--- config.mk ---
export PLATFORM = sky130hd
export DESIGN_NAME = q_sequencer_flat
export DESIGN_NICKNAME = d
export VERILOG_FILES = /design/src/rtl/q_sequencer_if.sv /design/src/rtl/q_sequencer.sv /design/src/flat_wrapper.sv
export SDC_FILE = /design/constraint.sdc
export NUM_CORES = 1
export LEC_CHECK = 0
export ABC_CLOCK_PERIOD_IN_PS = 1700
export CAP_MARGIN = 20
export CORE_MARGIN = 1
export CORE_UTILIZATION = 45
export CTS_CLUSTER_DIAMETER = 50
export DETAILED_ROUTE_END_ITERATION = 12
export PLACE_DENSITY_LB_ADDON = 0.25
export SLEW_MARGIN = 20
export SYNTH_ARGS = -nofsm -noshare
export SYNTH_HDL_FRONTEND = slang
export SYNTH_SLANG_ARGS = --single-unit
--- constraint.sdc ---
create_clock -name clk -period 1.7 [get_ports clk]
set_input_delay 0.255 -clock clk [delete_from_list [all_inputs] [get_ports clk]]
set_output_delay 0.255 -clock clk [all_outputs]
set_load 0.02 [all_outputs]
--- src/rtl/q_sequencer_if.sv ---
// Control and timing bundle between the PIC16C5x execute stage and the Q-phase sequencer.
// The sequencer takes the slave side; whatever drives SLEEP/skip/goto takes the master side.
interface q_sequencer_if;
    logic       sleep_req;
    logic       wake;
    logic       skip;
    logic       goto;
    logic [2:0] fetchState;
    logic [2:0] executeState;
    logic       flush;
    logic       inst_done;
    logic       sleeping;

    modport master (
        output sleep_req, wake, skip, goto,
        input  fetchState, executeState, flush, inst_done, sleeping
    );

    modport slave (
        input  sleep_req, wake, skip, goto,
        output fetchState, executeState, flush, inst_done, sleeping
    );
endinterface

--- src/rtl/q_sequencer.sv ---
// Four-phase Q1..Q4 instruction-cycle sequencer for the PIC16C5x core, with
// oscillator start-up delay, SLEEP/wake handling and skip/goto pipeline flush.
module q_sequencer #(
    parameter int STARTUP_CLKS = 16,
    parameter int WAKE_CLKS    = 8,
    parameter int CNT_W        = 8
) (
    input  logic          clk,
    input  logic          rst,
    q_sequencer_if.slave  bus
);

    localparam logic [1:0] ST_START = 2'd0;
    localparam logic [1:0] ST_RUN   = 2'd1;
    localparam logic [1:0] ST_SLEEP = 2'd2;
    localparam logic [1:0] ST_WAKE  = 2'd3;

    localparam logic [2:0]       PH_HALT    = 3'd4;
    localparam logic [CNT_W-1:0] START_LAST = CNT_W'(STARTUP_CLKS - 1);
    localparam logic [CNT_W-1:0] WAKE_LAST  = CNT_W'(WAKE_CLKS - 1);

    logic [1:0]       state;
    logic [1:0]       q;
    logic [CNT_W-1:0] cnt;
    logic             pend;
    logic             running;

    // pend starts set so the very first instruction after reset executes as a NOP.
    always_ff @(posedge clk) begin
        if (rst) begin
            state <= ST_START;
            q     <= 2'd0;
            cnt   <= '0;
            pend  <= 1'b1;
        end else begin
            case (state)
                ST_START: begin
                    if (cnt == START_LAST) begin
                        state <= ST_RUN;
                        q     <= 2'd0;
                        cnt   <= '0;
                    end else begin
                        cnt <= cnt + 1'b1;
                    end
                end
                ST_RUN: begin
                    q <= q + 2'd1;
                    if (q == 2'd0) begin
                        pend <= 1'b0;
                    end
                    // The cycle in Q4 always completes; SLEEP takes effect afterwards.
                    if (q == 2'd3) begin
                        if (bus.skip || bus.goto) begin
                            pend <= 1'b1;
                        end
                        if (bus.sleep_req) begin
                            state <= ST_SLEEP;
                        end
                    end
                end
                ST_SLEEP: begin
                    q <= 2'd0;
                    if (bus.wake) begin
                        state <= ST_WAKE;
                        cnt   <= '0;
                    end
                end
                ST_WAKE: begin
                    // The instruction fetched before SLEEP is stale, so resume with a flush.
                    if (cnt == WAKE_LAST) begin
                        state <= ST_RUN;
                        q     <= 2'd0;
                        cnt   <= '0;
                        pend  <= 1'b1;
                    end else begin
                        cnt <= cnt + 1'b1;
                    end
                end
                default: begin
                    state <= ST_START;
                end
            endcase
        end
    end

    assign running          = (state == ST_RUN);
    assign bus.fetchState   = running ? {1'b0, q} : PH_HALT;
    assign bus.executeState = running ? {1'b0, q} : PH_HALT;
    assign bus.flush        = running && (q == 2'd0) && pend;
    assign bus.inst_done    = running && (q == 2'd3);
    assign bus.sleeping     = (state == ST_SLEEP);

endmodule

--- src/flat_wrapper.sv ---
// flat-port wrapper written by rule: the top's interface ports become plain ports
module q_sequencer_flat 
#(
    parameter int STARTUP_CLKS = 16,
    parameter int WAKE_CLKS    = 8,
    parameter int CNT_W        = 8
)
  (clk, rst, bus_sleep_req, bus_wake, bus_skip, bus_goto, bus_fetchState, bus_executeState, bus_flush, bus_inst_done, bus_sleeping);
  q_sequencer_if bus_i ();
  input  logic clk;
  input  logic rst;
  input wire logic [$bits(bus_i.sleep_req)-1:0] bus_sleep_req;
  input wire logic [$bits(bus_i.wake)-1:0] bus_wake;
  input wire logic [$bits(bus_i.skip)-1:0] bus_skip;
  input wire logic [$bits(bus_i.goto)-1:0] bus_goto;
  output wire logic [$bits(bus_i.fetchState)-1:0] bus_fetchState;
  output wire logic [$bits(bus_i.executeState)-1:0] bus_executeState;
  output wire logic [$bits(bus_i.flush)-1:0] bus_flush;
  output wire logic [$bits(bus_i.inst_done)-1:0] bus_inst_done;
  output wire logic [$bits(bus_i.sleeping)-1:0] bus_sleeping;
  assign bus_i.sleep_req = bus_sleep_req;
  assign bus_i.wake = bus_wake;
  assign bus_i.skip = bus_skip;
  assign bus_i.goto = bus_goto;
  assign bus_fetchState = bus_i.fetchState;
  assign bus_executeState = bus_i.executeState;
  assign bus_flush = bus_i.flush;
  assign bus_inst_done = bus_i.inst_done;
  assign bus_sleeping = bus_i.sleeping;
  q_sequencer #(.STARTUP_CLKS(STARTUP_CLKS), .WAKE_CLKS(WAKE_CLKS), .CNT_W(CNT_W)) u_core (.clk(clk), .rst(rst), .bus(bus_i));
endmodule
==> results of run 1 <==
## layout make-up
type                    instances  area (µm²)  share of cell area, %
clock buffers                   4        26.3                   2.36
inverters                       6        22.5                   2.03
multi-input cells              70         526                   47.3
flip-flops and latches         13         262                   23.5
well taps                      25        31.3                   2.82
repair buffers                 30         244                   22.0
## metrics by stage
stage	utilization [%]	cells	setup TNS, ns	hold WS (ns)
finish	64.3	148	0	0.502
global route	64.3	148	-0.376	0.561
CTS	65.4	147	0	0.504
detailed placement	63.3	142	-0.104	0.493
global placement	63.3	142	-0.00142	0.485
floorplan	-	95	0	0.471
## critical path: cells and delay by family (launching register included)
kind	cells	cell delay, ns
AOI/OAI and AO/OA	3	0.52
and+or+nand+nor	1	0.57
DFF	1	0.32
buffers and inverters	1	0.21
## synth_stat cells (3+ instances only)
master / count
nor4_1: 3
buf_4: 3
o21ai_0: 3
ha_1: 8
inv_1: 6
dfxtp_1: 13
xnor2_1: 6
o2111ai_1: 3
a21oi_1: 3
nor2_1: 11
nand2_1: 6
## power groups by stage
| stage | combinational, mW | sequential [mW] | clock [mW] |
|---|---|---|---|
| 5_1_grt | 0.668 | 0.417 | 0.211 |
| 4_1_cts | 0.587 | 0.409 | 0.194 |
| 3_5_place_dp | 0.610 | 0.414 | 0 |
| 2_1_floorplan | 0.402 | 0.406 | 0 |
| 6_report | 0.614 | 0.410 | 0.187 |
| 3_3_place_gp | 0.599 | 0.413 | 0 |
## cell families after synthesis
| kind of cell | Yosys count |
|---|---|
| AND/OR/NAND/NOR | 36 |
| XOR/XNOR | 6 |
| AO/OA/AOI/OAI | 20 |
| flip-flops | 13 |
| buffers and inverters | 12 |
| adder cells (fa/ha/maj) | 8 |
## state kept, by name, summed over array words and instances (netlist names)
register / flops
u_core.q: 2
u_core.cnt: 8
u_core.state: 2
u_core.pend: 1
## worst max-delay path by stage
| stage | from | endpoint | slack, ns | depth (start not counted) |
|---|---|---|---|---|
| after floorplan | u_core.cnt[4] | u_core.state[1] | 0.02 | 4 |
| after global placement | u_core.state[0] | u_core.state[1] | -0.001 | 6 |
| after detailed placement | u_core.state[1] | bus_fetchState[0] | -0.04 | 5 |
| after CTS | u_core.cnt[7] | u_core.state[0] | 0.005 | 5 |
| after global routing | u_core.cnt[7] | u_core.state[0] | -0.08 | 5 |
| final | u_core.cnt[7] | u_core.state[0] | 0.02 | 5 |
## placed cells by master, fill, tap and decap left out, types with 2 or more instances in the layout
master,n
ha_1,5
clkbuf_4,3
clkdlybuf4s50_1,5
dlygate4sd2_1,3
nor2b_1,2
o41ai_1,2
nor2_1,11
ha_2,3
buf_4,15
a21oi_1,3
o21ai_0,3
nand2_1,6
nor4_1,3
or2_2,2
nand3_1,2
nor3_1,2
buf_2,4
dfxtp_1,12
inv_1,5
xnor2_1,6
o2111ai_1,3
o31ai_1,2
## metal layers
metal	vias up	part of all wire [%]
met1	350	53
met3	2	4.0
met2	14	43
li1	402	-
met5	-	0
met4	0	0.34
## timing repair
| item | 4_1_cts | 5_1_grt |
|---|---|---|
| gates cloned | 0 | 0 |
| hold endpoints to repair | 0 | 0 |
| hold buffers | 0 | 0 |
| setup endpoints to repair | 11 | 17 |
| buffers inserted | 1 | 1 |
| resized for setup | 21 | 8 |
==> out/summary.md, run 1 <==
## Outcome
- finished clean — run status

## Logic synthesis
- 13 — count of state elements after synthesis
- 8.78 µm² — Avg Cell Area, Syn
- simple AND/OR/NAND/NOR gates — main combinational cell family by area after synthesis
- 31.2% — share of Yosys cell area claimed by the top area cell type
- 20.8% — complex-gate fraction of the synthesized area
- dfxtp_1 — flip-flop cell with the highest count after synthesis
- dfxtp_1 (31%), ha_1 (12%), xnor2_1 (6.3%) — main area contributors after synthesis
- 6.30% — post-synthesis share of cell area spent on xor and xnor gates
- 0 — synthesis warning total
- dfxtp_1 — cell type with the largest total area after synthesis
- 22.9% — share of synthesized cell area in and, or, nand and nor gates
- 0% — share of flip-flops with an asynchronous set or reset after synthesis
- 34 — count of distinct cell types in the synthesized netlist
- 109 — Syn Nets
- 0% — proportion of synthesized area in mux cells
- 31.2% — fraction of the yosys area taken by sequential cells
- 95 — number of cells produced by synthesis
- 12.0% — Synth Area in Adders
- 835 µm² — netlist area before placement
- 0 — EDFF count, synth

## Clock tree
- 0.27 ns — clock latency on the worst-skew pair
- 13 — Clock Sink Count
- built — CTS tree
- 3 — CTS buffer count
- 0.08 ns — clock slew at reported path FFs
- 1 — number of H-tree levels
- 2 — buffers from clock root to sink, at most
- clkbuf_4 — root buffer cell

## Floorplanning
- 45.1 µm — overall die height
- 0.00173 mm² — Placeable Area
- 48.3% — Starting Density
- 45.1 µm — die span in x
- 15 — Site Rows
- 0.00203 mm² — overall die area
- 15 — total I/O pin count

## Power and ir drop
- 1090 mW/mm² — power density of the placed cells
- 1.21 mW — overall power
- 0.457 nW — Lkg Pwr
- 460 µW — net switching power
- 33.9% — Seq pwr share
- 0.724 mV — maximum resistive drop on vdd
- 50.7% — share of power burned in combinational logic
- 15.4% — clock group share of total power
- 751 µW — internal power consumption
- 38.0% — switching share of power

## Place
- 0.00109 mm² — Placed Area
- 1430 µm — post-detailed-placement half-perimeter wirelength
- -0.0411 ns — worst setup timing slack at the placement stage
- 0.907 — routability cong.
- 14 — buffers added on ports

## Worst setup path
- 1.88 ns — arrival time of data at the critical path endpoint
- u_core.cnt[7] — FF-to-FF Start
- 7 — worst-path fanout max
- register — Setup crit start kind
- 0.02 ns — register-to-register setup slack
- or4_4 — critical path's slowest cell
- u_core.state[0] — Worst R2R End
- 0.57 ns — crit-path max cell delay
- 1.90 ns — Required @ worst endpoint
- register — Critical Path Sink Type
- or4_4 > o41ai_4 > buf_4 > o21ai_2 > a211oi_2 — worst-path cell chain
- 5 — length in cells of the worst reg-to-reg path
- register to register — critical setup path kind

## GRT
- 28.5% — met1 Usage GRT
- 2.40% — met3 Track Usage GR
- 19.1% — Overall Global Routing Usage
- 686 — number of global-route vias before repair
- 10 — pin count of the biggest net entering global routing
- 0 — number of antenna violations at the first check in global routing
- 0 — residual overflow from global routing
- 2930 µm — wire length of the first global-routing pass
- met2 — most crowded layer after global routing
- 29.3% — met2 track demand over resource

## Cells and area
- 138 — count of nets after finishing
- 0.00111 mm² — Finished Cell Area
- 33.1% — synthesis-to-layout area growth
- 157 — # fillers
- 0 — Antenna Diode Count
- 30.9% — proportion of layout cells with a drive suffix above 1

## Timing
- 0.0156 ns — post-route worst setup slack
- 99.1% — final cycle utilization of the critical path
- 0.380 ns — transition time of the tightest slew-check pin
- 0 — count of final setup violators
- 0.594 GHz — highest clock frequency the design can meet
- 0 — count of final hold-check violations
- 1.68 ns — Min Clock Period, post-route
- yes — unrepaired setup endpoints after global routing
- 74.7% — worst-case headroom to the max-slew limit
- 0 — Max Transition Viols Final
- 0.00452 ns — worst-case clock skew

## Hold path
- register to register — class of the tightest hold or removal check
- 2 — Hold Crit Depth
- u_core.cnt[1] — HP Start
- u_core.cnt[1] — worst hold endpoint

## Run
- 0 — max cap viols

## Routing
- 0 — count of unresolved DRC violations after routing
- 768 — vias after detailed routing
- 4 — count of TritonRoute iterations in the first routing pass
- 1780 µm — total wire length
- 5.19 — Vias/cell
- 26 — Initial DRC Count
- 12.0 µm — mean routed wirelength per cell
- 0 — DRT antenna net count

(Power assumes the default switching activity.)
==> inputs of run 2 (changes only) <==
--- a/config.mk
+++ b/config.mk
@@ -8,7 +8,7 @@
 export ABC_CLOCK_PERIOD_IN_PS = 1700
 export CAP_MARGIN = 20
 export CORE_MARGIN = 1
-export CORE_UTILIZATION = 45
+export CORE_UTILIZATION = 30
 export CTS_CLUSTER_DIAMETER = 50
 export DETAILED_ROUTE_END_ITERATION = 12
 export PLACE_DENSITY_LB_ADDON = 0.25
==> out/summary.md, run 2 (synthesis results as in run 1) <==
## Worst setup path
- 5 — worst-path fanout max, -2
- or4_4 — critical path's slowest cell
- register to register — critical setup path kind
- 1.97 ns — arrival time of data at the critical path endpoint, +0.09 ns
- 1.89 ns — Required @ worst endpoint, about the same
- register — Critical Path Sink Type
- register — Setup crit start kind
- 0.56 ns — crit-path max cell delay, about the same
- -0.09 ns — register-to-register setup slack, -0.10 ns
- compound AO/OA/AOI/OAI gates — family of cells with the greatest summed delay on the critical path
- or4_4 > o41ai_4 > buf_4 > o2111ai_1 > o41ai_2 — worst-path cell chain
- 1 — number of buffers and inverters on the critical path, unchanged

## Timing
- 1.79 ns — Min Clock Period, post-route, +0.105 ns
- yes — unrepaired setup endpoints after global routing
- 0.559 GHz — highest clock frequency the design can meet, -5.9%
- -0.0893 ns — post-route worst setup slack, -0.105 ns
- 4 — count of final setup violators, +4
- 0 — Max Transition Viols Final, unchanged
- -0.322 ns — aggregate negative setup slack, -0.322 ns
- 66.7% — worst-case headroom to the max-slew limit, -7.9 points
- 0.499 ns — transition time of the tightest slew-check pin, +0.119 ns
- 0 — count of final hold-check violations, unchanged
- 105% — final cycle utilization of the critical path, +6.2 points
- 0.00624 ns — worst-case clock skew, +0.00173 ns

## Clock tree
- 1 — number of H-tree levels, unchanged
- 0.08 ns — clock slew at reported path FFs, about the same
- 0.28 ns — clock latency on the worst-skew pair, about the same
- 3 — CTS buffer count, unchanged
- built — CTS tree
- 2 — buffers from clock root to sink, at most, unchanged
- 13 — Clock Sink Count, unchanged
- clkbuf_4 — root buffer cell
- 0 — number of hold buffers added after cts, unchanged

## Floorplanning
- 18 — Site Rows, +3
- 32.8% — Starting Density, -16 points
- 0.00300 mm² — overall die area, +48%
- 0.00254 mm² — Placeable Area, +47%
- 54.7 µm — overall die height, +21%
- 54.7 µm — die span in x, +21%
- 15 — total I/O pin count, unchanged

## Power and ir drop
- 0.670 mV — maximum resistive drop on vdd, -7.4%
- 1100 mW/mm² — power density of the placed cells, +0.49%
- 0.511 nW — Lkg Pwr, +12%

## Routing
- 7 — Initial DRC Count, -73%
- 12.4 µm — mean routed wirelength per cell, +3.0%
- 4.99 — Vias/cell, -3.9%
- 4 — count of TritonRoute iterations in the first routing pass, unchanged
- 1980 µm — total wire length, +11%
- 798 — vias after detailed routing, +3.9%
- 0 — DRT antenna net count, unchanged
- 0 — count of unresolved DRC violations after routing, unchanged

## Cells and area
- u_core.cnt (8), u_core.q (2), u_core.state (2) — largest registers ranked by flip-flop count
- buf_4 (21), nor2_1 (11), dfxtp_1 (10) — highest-count cells in the layout ignoring fill and taps
- 0.00124 mm² — Finished Cell Area, +12%
- 145 — count of nets after finishing, +5.1%
- 248 — # fillers, +58%
- 43.8% — proportion of layout cells with a drive suffix above 1, +13 points
- 160 — final cell count without fillers, +8.1%
- u_core.cnt — Reg with most FFs
- 48.8% — final core utilization, -16 points
- buf_4 — most frequent standard cell in the layout excluding fill and tap cells
- 0 — Antenna Diode Count, unchanged
- 8 — number of flip-flops under the largest register name, unchanged
- 48.7% — synthesis-to-layout area growth

## Run
- 0 — max cap viols, unchanged

## GRT
- 10 — pin count of the biggest net entering global routing, unchanged
- 3260 µm — wire length of the first global-routing pass, +11%
- 0 — residual overflow from global routing, unchanged
- 757 — number of global-route vias before repair, +10%
- 15.6% — Overall Global Routing Usage, -3.5 points
- 0 — number of antenna violations at the first check in global routing, unchanged

## Place
- 1410 µm — post-detailed-placement half-perimeter wirelength, -1.4%
- 14 — buffers added on ports, unchanged
- 0.764 — routability cong., -16%
- 0.00111 mm² — Placed Area, +1.3%
- -0.0713 ns — worst setup timing slack at the placement stage, -0.0302 ns
- 148 — number of placed instances, taps included, +4.2%

## Outcome
- negative setup slack — violations in the final reports
- finished with violations — run status

## Hold path
- register to register — class of the tightest hold or removal check

[run 2: final cells by class]
cell class | count | area (µm²) | area share [%]
repair buffers | 37 | 288 | 23.2
clock buffers | 3 | 22.5 | 1.81
clock inverters | 1 | 5.00 | 0.403
well taps | 30 | 37.5 | 3.02
flip-flops and latches | 13 | 267 | 21.5
inverters | 6 | 22.5 | 1.81
multi-input cells | 70 | 599 | 48.3
[run 2: power by group]
group          internal (mW)  switching, mW
Clock                 0.0874          0.111
Sequential             0.368         0.0473
Combinational          0.371          0.375
Total                  0.827          0.533
[run 2: metal layers]
metal  routed length [µm]  track usage, %  up-vias
met5                    0               0        -
met4                   10            5.13        0
met3                   73            5.83        2
met2                  959            25.1       13
met1                  940            18.8      375
li1                     -               -      408
[run 2: through the flow]
step           power [mW]  hold WS (ns)
2_1_floorplan       0.808         0.471
3_3_place_gp         1.02         0.487
3_5_place_dp         1.03         0.503
4_1_cts              1.27         0.517
5_1_grt              1.46         0.567
6_report             1.36         0.511
[run 2: worst paths after layout]
path	start	end	depth (start not counted)
worst min register to register	u_core.cnt[1]	u_core.cnt[1]	2
worst min-delay path	u_core.cnt[1]	u_core.cnt[1]	2
worst max-delay path	u_core.cnt[5]	u_core.q[1]	5
worst max register to register	u_core.cnt[5]	u_core.q[1]	5
[run 2: what timing repair did]
item | 4_1_cts | 5_1_grt
buffers inserted | 1 | 7
gates cloned | 0 | 0
pin swaps | 0 | 6
resized for setup | 20 | 28
setup endpoints to repair | 13 | 16
[run 2: worst min-delay path, delay by kind of cell (launching register included)]
family,cells,cell delay [ns]
compound gates,2,0.13
flops,1,0.33
==> inputs of run 3 (changes only) <==
--- a/config.mk
+++ b/config.mk
@@ -9,7 +9,6 @@
 export CAP_MARGIN = 20
 export CORE_MARGIN = 1
 export CORE_UTILIZATION = 30
-export CTS_CLUSTER_DIAMETER = 50
 export DETAILED_ROUTE_END_ITERATION = 12
 export PLACE_DENSITY_LB_ADDON = 0.25
 export SLEW_MARGIN = 20
==> results of run 3 <==
Final layout, timing and power as in run 2 (identical DEF).
